--- config.mk ---
export PLATFORM = sky130hd
export DESIGN_NAME = bridge_arbiter
export DESIGN_NICKNAME = d
export VERILOG_FILES = /design/src/rtl/bridge_arbiter_pkg.sv /design/src/rtl/bridge_arbiter_addr_classifier.sv /design/src/rtl/bridge_arbiter.sv
export SDC_FILE = /design/constraint.sdc
export NUM_CORES = 1
export LEC_CHECK = 0
export ABC_AREA = 1
export CAP_MARGIN = 20
export CORE_UTILIZATION = 45
export DETAILED_ROUTE_END_ITERATION = 12
export GPL_ROUTABILITY_DRIVEN = 0
export PLACE_DENSITY = 0.88
export RECOVER_POWER = 50
export SETUP_SLACK_MARGIN = 0.5
export SLEW_MARGIN = 30
export SYNTH_ARGS = -nofsm -noshare
export SYNTH_HDL_FRONTEND = slang
export SYNTH_SLANG_ARGS = --single-unit
export TNS_END_PERCENT = 10
--- constraint.sdc ---
create_clock -name clk -period 2.39 [get_ports clk]
set_input_delay 0.5975 -clock clk [delete_from_list [all_inputs] [get_ports clk]]
set_output_delay 0.5975 -clock clk [all_outputs]
set_load 0.01 [all_outputs]
--- src/rtl/bridge_arbiter_pkg.sv ---
// Shared constants and types for the bridge arbiter and its address classifier.
// The region bounds must match the constants the Bridge itself decodes with.
package bridge_arbiter_pkg;

    localparam logic [31:0] MIN_DM  = 32'h0000_0000;
    localparam logic [31:0] MAX_DM  = 32'h0000_2FFF;
    localparam logic [31:0] MIN_TC0 = 32'h0000_7F00;
    localparam logic [31:0] MAX_TC0 = 32'h0000_7F0B;
    localparam logic [31:0] MIN_TC1 = 32'h0000_7F10;
    localparam logic [31:0] MAX_TC1 = 32'h0000_7F1B;

    typedef enum logic [1:0] {
        IDLE = 2'd0,
        ACC  = 2'd1,
        RSP  = 2'd2
    } state_e;

    function automatic logic in_range(input logic [31:0] addr,
                                      input logic [31:0] lo,
                                      input logic [31:0] hi);
        return (addr >= lo) && (addr <= hi);
    endfunction

endpackage

--- src/rtl/bridge_arbiter_addr_classifier.sv ---
// Combinational decode of a processor-side access into Bridge regions.
// Flags unmapped addresses and partial-word accesses to the timers.
module bridge_arbiter_addr_classifier
    import bridge_arbiter_pkg::*;
(
    input  logic [31:0] addr_i,
    input  logic [3:0]  byteen_i,
    output logic        hit_dm_o,
    output logic        hit_tc0_o,
    output logic        hit_tc1_o,
    output logic        err_o
);

    logic size_ok;
    logic hit_tc;

    assign hit_dm_o  = in_range(addr_i, MIN_DM, MAX_DM);
    assign hit_tc0_o = in_range(addr_i, MIN_TC0, MAX_TC0);
    assign hit_tc1_o = in_range(addr_i, MIN_TC1, MAX_TC1);
    assign hit_tc    = hit_tc0_o || hit_tc1_o;

    // Timer registers only accept full-word writes (or reads).
    assign size_ok = (byteen_i == 4'b0000) || (byteen_i == 4'b1111);
    assign err_o   = !(hit_dm_o || hit_tc) || (hit_tc && !size_ok);

endmodule

--- src/rtl/bridge_arbiter.sv ---
// Two-master arbiter serialising single-word accesses onto the Bridge port.
// Each transaction walks IDLE -> ACC -> RSP; all outputs come from flops.
module bridge_arbiter
    import bridge_arbiter_pkg::*;
#(
    parameter bit FIXED_PRIO = 1'b0,
    parameter int DW         = 32
) (
    input  logic          clk,
    input  logic          reset,
    input  logic          m0_req,
    input  logic [DW-1:0] m0_addr,
    input  logic [3:0]    m0_byteen,
    input  logic [DW-1:0] m0_wdata,
    output logic [DW-1:0] m0_rdata,
    output logic          m0_ack,
    output logic          m0_err,
    input  logic          m1_req,
    input  logic [DW-1:0] m1_addr,
    input  logic [3:0]    m1_byteen,
    input  logic [DW-1:0] m1_wdata,
    output logic [DW-1:0] m1_rdata,
    output logic          m1_ack,
    output logic          m1_err,
    output logic [DW-1:0] br_addr,
    output logic [3:0]    br_byteen,
    output logic [DW-1:0] br_wdata,
    input  logic [DW-1:0] br_rdata,
    output logic          busy,
    output logic          grant_id
);

    state_e        state_q, state_d;
    logic          req_any, sel;
    logic [DW-1:0] sel_addr, sel_wdata;
    logic [3:0]    sel_byteen;
    logic          cls_err;
    logic [2:0]    unused_hits;

    logic [DW-1:0] br_addr_q, br_addr_d, br_wdata_q, br_wdata_d;
    logic [3:0]    br_byteen_q, br_byteen_d;
    logic [DW-1:0] rdata0_q, rdata0_d, rdata1_q, rdata1_d;
    logic          ack0_q, ack0_d, ack1_q, ack1_d;
    logic          merr0_q, merr0_d, merr1_q, merr1_d;
    logic          err_q, err_d, busy_q, busy_d;
    logic          grant_id_q, grant_id_d, last_grant_q, last_grant_d;

    assign req_any = m0_req || m1_req;

    // On conflict, round-robin favours whoever did not own the last transaction.
    always_comb begin
        if (m0_req && m1_req) begin
            sel = FIXED_PRIO ? 1'b0 : ~last_grant_q;
        end else begin
            sel = m1_req;
        end
    end

    assign sel_addr   = sel ? m1_addr   : m0_addr;
    assign sel_byteen = sel ? m1_byteen : m0_byteen;
    assign sel_wdata  = sel ? m1_wdata  : m0_wdata;

    bridge_arbiter_addr_classifier u_classifier (
        .addr_i    (sel_addr),
        .byteen_i  (sel_byteen),
        .hit_dm_o  (unused_hits[0]),
        .hit_tc0_o (unused_hits[1]),
        .hit_tc1_o (unused_hits[2]),
        .err_o     (cls_err)
    );

    always_ff @(posedge clk or negedge reset) begin
        if (!reset) begin
            state_q <= IDLE;
        end else begin
            state_q <= state_d;
        end
    end

    always_comb begin
        state_d = state_q;
        case (state_q)
            IDLE:    if (req_any) state_d = ACC;
            ACC:     state_d = RSP;
            RSP:     state_d = IDLE;
            default: state_d = IDLE;
        endcase
    end

    always_comb begin
        br_addr_d    = br_addr_q;
        br_wdata_d   = br_wdata_q;
        br_byteen_d  = 4'b0000;
        rdata0_d     = rdata0_q;
        rdata1_d     = rdata1_q;
        ack0_d       = 1'b0;
        ack1_d       = 1'b0;
        merr0_d      = 1'b0;
        merr1_d      = 1'b0;
        err_d        = err_q;
        grant_id_d   = grant_id_q;
        last_grant_d = last_grant_q;
        busy_d       = (state_d != IDLE);
        case (state_q)
            IDLE: begin
                if (req_any) begin
                    br_addr_d   = sel_addr;
                    br_wdata_d  = sel_wdata;
                    // A faulty access is presented with no byte enables so no device sees it.
                    br_byteen_d = cls_err ? 4'b0000 : sel_byteen;
                    err_d       = cls_err;
                    grant_id_d  = sel;
                end
            end
            ACC: begin
                if (grant_id_q) begin
                    rdata1_d = err_q ? '0 : br_rdata;
                    ack1_d   = 1'b1;
                    merr1_d  = err_q;
                end else begin
                    rdata0_d = err_q ? '0 : br_rdata;
                    ack0_d   = 1'b1;
                    merr0_d  = err_q;
                end
            end
            RSP:     last_grant_d = grant_id_q;
            default: ;
        endcase
    end

    always_ff @(posedge clk or negedge reset) begin
        if (!reset) begin
            br_addr_q    <= '0;
            br_wdata_q   <= '0;
            br_byteen_q  <= 4'b0000;
            rdata0_q     <= '0;
            rdata1_q     <= '0;
            ack0_q       <= 1'b0;
            ack1_q       <= 1'b0;
            merr0_q      <= 1'b0;
            merr1_q      <= 1'b0;
            err_q        <= 1'b0;
            busy_q       <= 1'b0;
            grant_id_q   <= 1'b0;
            last_grant_q <= 1'b1;
        end else begin
            br_addr_q    <= br_addr_d;
            br_wdata_q   <= br_wdata_d;
            br_byteen_q  <= br_byteen_d;
            rdata0_q     <= rdata0_d;
            rdata1_q     <= rdata1_d;
            ack0_q       <= ack0_d;
            ack1_q       <= ack1_d;
            merr0_q      <= merr0_d;
            merr1_q      <= merr1_d;
            err_q        <= err_d;
            busy_q       <= busy_d;
            grant_id_q   <= grant_id_d;
            last_grant_q <= last_grant_d;
        end
    end

    assign br_addr   = br_addr_q;
    assign br_wdata  = br_wdata_q;
    assign br_byteen = br_byteen_q;
    assign m0_rdata  = rdata0_q;
    assign m1_rdata  = rdata1_q;
    assign m0_ack    = ack0_q;
    assign m1_ack    = ack1_q;
    assign m0_err    = merr0_q;
    assign m1_err    = merr1_q;
    assign busy      = busy_q;
    assign grant_id  = grant_id_q;

endmodule
==> summary.txt, run 1 <==
Floorplanning
  – Die Ht: 123 µm
  – Core box area: 14,100 µm²
  – Die area: 15,100 µm²
  – Starting density of the core: 46.8%
  – Width of the die: 123 µm
  – IO Pins: 310
  – Cell Rows: 43

Pwr
  – Cell area power density: 937 nW/µm²
  – Design Power: 10.3 mW
  – Leak: 5.22 nW
  – Worst vdd ir: 0.670 mV

Timing
  – Relative slew slack: 3.06%
  – Final worst slack: 303 ps
  – Max Clk Rate: 479 MHz
  – Final setup viols: 0
  – Clock Skews: 6.09 ps
  – RSZ-0062 raised after global routing: true
  – Tcrit/Tclk final: 87.3%
  – Shortest period the worst path allows: 2090 ps
  – Fin. Hold Viols: 0
  – Slew Limit Fails: 0
  – Worst-Margin Slew: 1450 ps

CTS
  – Maximum root-to-sink buffer count: 2
  – Sink Count: 142
  – H-tree depth: 4
  – Num CTS Buffers: 17
  – Worst skew pair latency: 410 ps
  – Root Driver: clkbuf_16
  – Clk pin slew, worst setup/hold paths: 60 ps
  – CTS tree: yes

Setup path
  – Required @ worst endpoint: 2670 ps
  – R2r startpoint: state_q[1]
  – FF-to-FF path depth: 5
  – R2R setup slack: 300 ps
  – CP Capture Type: flip-flop
  – R2R Path End: m1_rdata[15]
  – CP Data Arrival Time: 2370 ps
  – Crit path launch: state_q[1]
  – Critical Path Sink: m1_rdata[15]
  – Critical Path Fanout Max: 33
  – CP startpoint kind: flip-flop
  – Critical path class: reg2reg

Detailed routing
  – Drt wl/cell: 17.2 µm
  – Vias/cell: 5.08
  – Vias: 6,379
  – DR pass1 iterations: 5
  – Routed wire length: 21,600 µm
  – Drt drc: 0
  – Initial DRC count: 353
  – Detail Route Antenna Nets: 0

Cells and area
  – Multi-input logic area: 2730 µm²
  – Reg area: 3550 µm²
  – Synthesis-to-finish area growth: 67.3%
  – Share of cells above drive strength 1: 17.8%
  – ANT cells: 0
  – NumNets Final: 1,235
  – # fillers: 895

Synthesis
  – Synthesized area: 6590 µm²
  – Synth top area share: 53.5%
  – Commonest cells post-synth: nand2_1, dfrtp_1, nor2_1
  – EDFF count, synth: 0
  – Post-synth top area cell: dfrtp_1
  – Top-count cell post-synth: nand2_1
  – Yosys warns: 0
  – Flops & latches, synth: 142
  – Seq/Total Area, Yosys: 53.9%
  – Syn avg cell area: 9.08 µm²
  – Synth Flop Type: dfrtp_1
  – Synth async-reset ratio: 100%
  – Library cells used by synthesis: 25
  – Mapped Cells: 726
  – Mapped Nets: 898
  – Area contributors post-synth: dfrtp_1, mux2_2, nand2_1

Place
  – Setup WS pre-CTS: -35.6 ps
  – Port bufs: 309
  – DP HPWL: 14,800 µm

Global route
  – Vias in the first global route: 6,087
  – Initial antenna violation count: 0
  – Total GRT Usage: 27.0%
  – First-pass GRT wire length: 30,700 µm
  – Gr ovfl total: 0
  – Largest net degree at the start of global routing: 56

Worst hold path
  – Worst hold path type: reg2reg

Run status
  – Status: finished, final reports clean

Job
  – # Max-Cap Violations: 0
-- flip-flops by register name, summed over array words and instances (netlist names) --
| signal | cells |
|---|---|
| br_addr | 32 |
| br_byteen | 4 |
| br_wdata | 32 |
| busy | 1 |
| err_q | 1 |
| grant_id | 1 |
| last_grant_q | 1 |
| m0_ack | 1 |
| m0_err | 1 |
| m0_rdata | 32 |
| m1_ack | 1 |
| m1_err | 1 |
| m1_rdata | 32 |
| state_q | 2 |
-- routing by layer --
metal | vias to the layer above | global-route usage [%] | part of all wire, %
li1 | 2998 | - | -
met3 | 44 | 9.41 | 8.9
met1 | 3035 | 29.3 | 37
met2 | 302 | 47.8 | 51
met4 | 0 | 10.9 | 2.6
met5 | - | 0 | 0
-- worst max-delay path: stages (launching register included) --
cell and delay (ps):
dfrtp_1 430, nor2_1 150, inv_1 140, nor2_4 100, clkbuf_2 700, mux2_2 420
-- timing repair --
item | in CTS | in global routing
hold buffers | 0 | 0
hold endpoints to repair | 0 | 0
gates cloned | 3 | 3
pin swaps | 7 | 33
setup buffers | 6 | 9
gates resized for setup | 25 | 65
endpoints found under the setup margin | 142 | 144
-- final cells by class --
| class | instances | area share, % |
|---|---|---|
| inverter | 69 | 2.35 |
| sequential | 142 | 32.2 |
| multi-input combinational | 473 | 24.7 |
| clock buffer | 24 | 4.28 |
| timing repair buffer | 360 | 33.0 |
| clock inverter | 8 | 1.41 |
| tap | 180 | 2.04 |
-- cell families after synthesis --
kind of cell / share of synthesized area (%)
AOI/OAI and AO/OA: 8.27
buffers and inverters: 7.72
DFF: 53.9
muxes: 10.9
and+or+nand+nor: 19.2
-- stage by stage --
stage	hold slack (ps)	setup TNS, ps	util [%]	instances	instance area, µm²
6_report	480	0	78.3	1256	11000
2_1_floorplan	302	0	-	726	6590
3_5_place_dp	472	-102	71.1	1203	10000
4_1_cts	149	0	76.9	1244	10800
3_3_place_gp	466	0	71.1	1203	10000
5_1_grt	510	0	78.3	1256	11000
-- where the power goes --
group,switching (mW),total (mW),internal (mW)
sequential,0.372,3.41,3.04
clock,0.975,2.79,1.81
combinational,2.06,4.14,2.07
total,3.41,10.3,6.93
-- placed cells by master, fill, tap and decap left out, drive strengths merged, types with 3 or more instances in the layout --
| cell type | n |
|---|---|
| clkdlybuf4s50 | 287 |
| nand2 | 166 |
| dfrtp | 141 |
| nor2 | 100 |
| o21ai | 94 |
| inv | 70 |
| mux2 | 64 |
| clkbuf | 45 |
| buf | 38 |
| nand3b | 19 |
| nand3 | 15 |
| dlygate4sd2 | 11 |
| a31oi | 10 |
| bufinv | 4 |
| clkinv | 3 |
| clkdlybuf4s25 | 3 |
| nor3 | 3 |
-- worst min-delay path by stage --
stage              endpoint    startpoint  slack (ps)  cells after the start
2_1_floorplan    br_addr[0]         reset         300                      0
3_3_place_gp    br_addr[24]   br_addr[24]         470                      2
3_5_place_dp     br_addr[2]    br_addr[2]         470                      2
4_1_cts        m1_rdata[22]         reset         150                      1
5_1_grt        br_wdata[30]  br_wdata[30]         510                      2
6_report         br_addr[2]    br_addr[2]         480                      2
(Power assumes the default switching activity.)
==> run 2, diff against run 1 <==
- CTS_CLUSTER_DIAMETER: default -> 30
- PLACE_DENSITY: 0.88 -> 0.95
==> run 2 against run 1 <==
  * Core utilization decreased by 4.4 points
  * Hold slack got worse by 1.6 ps
  * Clock power decreased by 11%
  * Critical path depth decreased by 4
  * Combinational power decreased by 7.7%
  * Clock-buffer cell count decreased by 7
  * First-iteration DRC count increased by 6.5%
  * Non-clock buffer count decreased by 23
  * Via count decreased by 1.0%
  * Critical endpoint is now br_wdata[15]
==> summary.txt, run 2 (same netlist as run 1, synthesis figures left out) <==
Timing
  – Shortest period the worst path allows: 1950 ps (was 2090 ps)
  – Hold_ws: 479 ps (was 480 ps)
  – TNS Setup: 0 ps (unchanged)
  – RSZ-0062 raised after global routing: true (unchanged)
  – Fin. Hold Viols: 0 (unchanged)
  – Max Clk Rate: 514 MHz (was 479 MHz)
  – Final worst slack: 444 ps (was 303 ps)
  – Clock Skews: 7.47 ps (was 6.09 ps)
  – Final setup viols: 0 (unchanged)
  – Tcrit/Tclk final: 81.4% (was 87.3%)
  – Slew Limit Fails: 0 (unchanged)
  – Worst-Margin Slew: 1080 ps (was 1450 ps)
  – Relative slew slack: 27.9% (was 3.06%)

Worst hold path
  – Hold Crit Endpoint: br_addr[15] (was br_addr[2])
  – Hold_sp: br_addr[15] (was br_addr[2])
  – Worst hold path type: reg2reg (unchanged)
  – Min-Delay Path Depth: 2 (unchanged)

Detailed routing
  – Detail Route Antenna Nets: 0 (unchanged)
  – Initial DRC count: 376 (was 353)
  – Drt drc: 0 (unchanged)
  – Routed wire length: 21,100 µm (was 21,600 µm)
  – Vias/cell: 5.12 (was 5.08)
  – Vias: 6,313 (was 6,379)
  – Drt wl/cell: 17.1 µm (was 17.2 µm)
  – DR pass1 iterations: 5 (unchanged)

Setup path
  – R2R setup slack: 550 ps (was 300 ps)
  – Critical path's top delay family: buffers and inverters (unchanged)
  – CP Buf/Inv Count: 1 (was 2)
  – Crit-path max cell delay: 560 ps (was 700 ps)
  – CP Capture Type: output port (was flip-flop)
  – Worst path cell trace: clkdlybuf4s50_1 (was nor2_1 > inv_1 > nor2_4 > clkbuf_2 > mux2_2)
  – CP Data Arrival Time: 1350 ps (was 2370 ps)
  – Critical Path Fanout Max: 2 (was 33)
  – Required @ worst endpoint: 1790 ps (was 2670 ps)
  – CP startpoint kind: flip-flop (unchanged)
  – Cell with the largest stage delay on the worst path: clkdlybuf4s50_1 (was clkbuf_2)
  – Critical path class: reg2out (was reg2reg)
  – R2R Path End: br_byteen[1] (was m1_rdata[15])
  – R2r startpoint: last_grant_q (was state_q[1])
  – FF-to-FF path depth: 11 (was 5)

Global route
  – Vias in the first global route: 6,244 (was 6,087)
  – Initial antenna violation count: 1 (was 0)
  – Largest net degree at the start of global routing: 79 (was 56)
  – Total GRT Usage: 27.6% (was 27.0%)
  – Gr ovfl total: 0 (unchanged)
  – First-pass GRT wire length: 31,500 µm (was 30,700 µm)

Floorplanning
  – Die area: 15,100 µm² (unchanged)
  – IO Pins: 310 (unchanged)
  – Cell Rows: 43 (unchanged)
  – Die Ht: 123 µm (unchanged)
  – Core box area: 14,100 µm² (unchanged)
  – Starting density of the core: 46.8% (unchanged)
  – Width of the die: 123 µm (unchanged)

CTS
  – Num CTS Buffers: 17 (unchanged)
  – Root Driver: clkbuf_16 (unchanged)
  – H-tree depth: 4 (unchanged)
  – Clk pin slew, worst setup/hold paths: 60 ps (about the same)
  – Maximum root-to-sink buffer count: 2 (unchanged)
  – Sink Count: 142 (unchanged)
  – Worst skew pair latency: 420 ps (was 410 ps)
  – CTS tree: yes (unchanged)

Cells and area
  – Synthesis-to-finish area growth: 57.9% (was 67.3%)
  – Share of cells above drive strength 1: 12.3% (was 17.8%)
  – Final Core Density: 73.9% (was 78.3%)
  – # fillers: 970 (was 895)
  – Final Non-Filler Cells: 1,234 (was 1,256)
  – Most frequent cells in the layout: clkdlybuf4s50_1, nand2_1, dfrtp_1 (was clkdlybuf4s50_1, dfrtp_1, nand2_1)
  – NumNets Final: 1,212 (was 1,235)
  – Leading cell type in the layout, fill and taps excluded: clkdlybuf4s50_1 (unchanged)

Place
  – DP HPWL: 15,500 µm (was 14,800 µm)
  – Placed insts: 1,197 (was 1,203)
  – Port bufs: 309 (unchanged)
  – Setup WS pre-CTS: -90.8 ps (was -35.6 ps)

Pwr
  – Cell area power density: 933 nW/µm² (was 937 nW/µm²)
  – Worst vdd ir: 0.572 mV (was 0.670 mV)
  – Leak: 4.95 nW (was 5.22 nW)

Run status
  – Status: finished, final reports clean (unchanged)

Job
  – # Max-Cap Violations: 0 (unchanged)
==> run 2: changes by cell type in the layout (fill, tap and decap cells not counted), moves of 5 or more <==
cell / change
nand2_1: +27
nand2_4: -6
nor2_1: +6
buf_12: -5
clkdlybuf4s50_1: -9
clkbuf_2: -5
nand2_2: -21
clkinvlp_4: +5
o21ai_1: +7
==> run 2: timing repair <==
action,in CTS,in global routing
setup endpoints to repair,143,185
gates resized for setup,17,18
gates cloned,0,0
buffers inserted,3,0
endpoints found under the hold margin,1,0
hold buffers,1,0
==> run 2: metal layers <==
layer | global-route usage, % | wire length [µm] | part of all wire (%) | vias to the layer above
met3 | 8.12 | 1870 | 8.9 | 50
met1 | 30.5 | 7670 | 36 | 2964
li1 | - | - | - | 2962
met2 | 48.6 | 10800 | 51 | 337
met4 | 13.3 | 701 | 3.3 | 0
met5 | 0 | 0 | 0 | -
==> run 2: worst max path at each step <==
stage                       from      endpoint  depth (start not counted)
finish              br_wdata[15]  br_wdata[15]                          1
global route               reset        m0_err                          3
CTS                  br_wdata[0]   br_wdata[0]                          1
detailed placement        m0_req  br_byteen[1]                         11
global placement          m0_req  br_byteen[1]                         11
floorplan                 m0_req  br_byteen[0]                         11
==> run 2: power by group <==
part,switching [mW],internal (mW)
logic,1.94,1.88
clock network,1.11,1.36
registers,0.370,3.04
total,3.43,6.28
==> run 2: per-stage QoR <==
| step | power, mW | cell area (µm²) |
|---|---|---|
| 2_1_floorplan | 5.18 | 6590 |
| 3_3_place_gp | 7.25 | 9950 |
| 3_5_place_dp | 7.37 | 9950 |
| 4_1_cts | 9.87 | 10500 |
| 5_1_grt | 10.2 | 10400 |
| 6_report | 9.71 | 10400 |
==> run 2: cell type report <==
cell class / count / area, µm² / area share (%)
flip-flops and latches: 142 / 3550 / 34.1
repair buffers: 337 / 3270 / 31.4
multi-input cells: 473 / 2550 / 24.5
clock buffers: 17 / 425 / 4.09
inverters: 69 / 259 / 2.49
well taps: 180 / 225 / 2.16
clock inverters: 15 / 129 / 1.24
diodes: 1 / 2.50 / 0.0240
==> run 2: worst register-to-register path, stage by stage, from the launching register on <==
cell and delay, ps:
dfstp_1 570, nand2_4 100, nand2_8 110, buf_4 150, nand2_1 80, nand2_1 80
nand2_1 100, nor2_1 110, nand2_1 80, o21ai_1 150, nand3_2 120, nor2_1 120
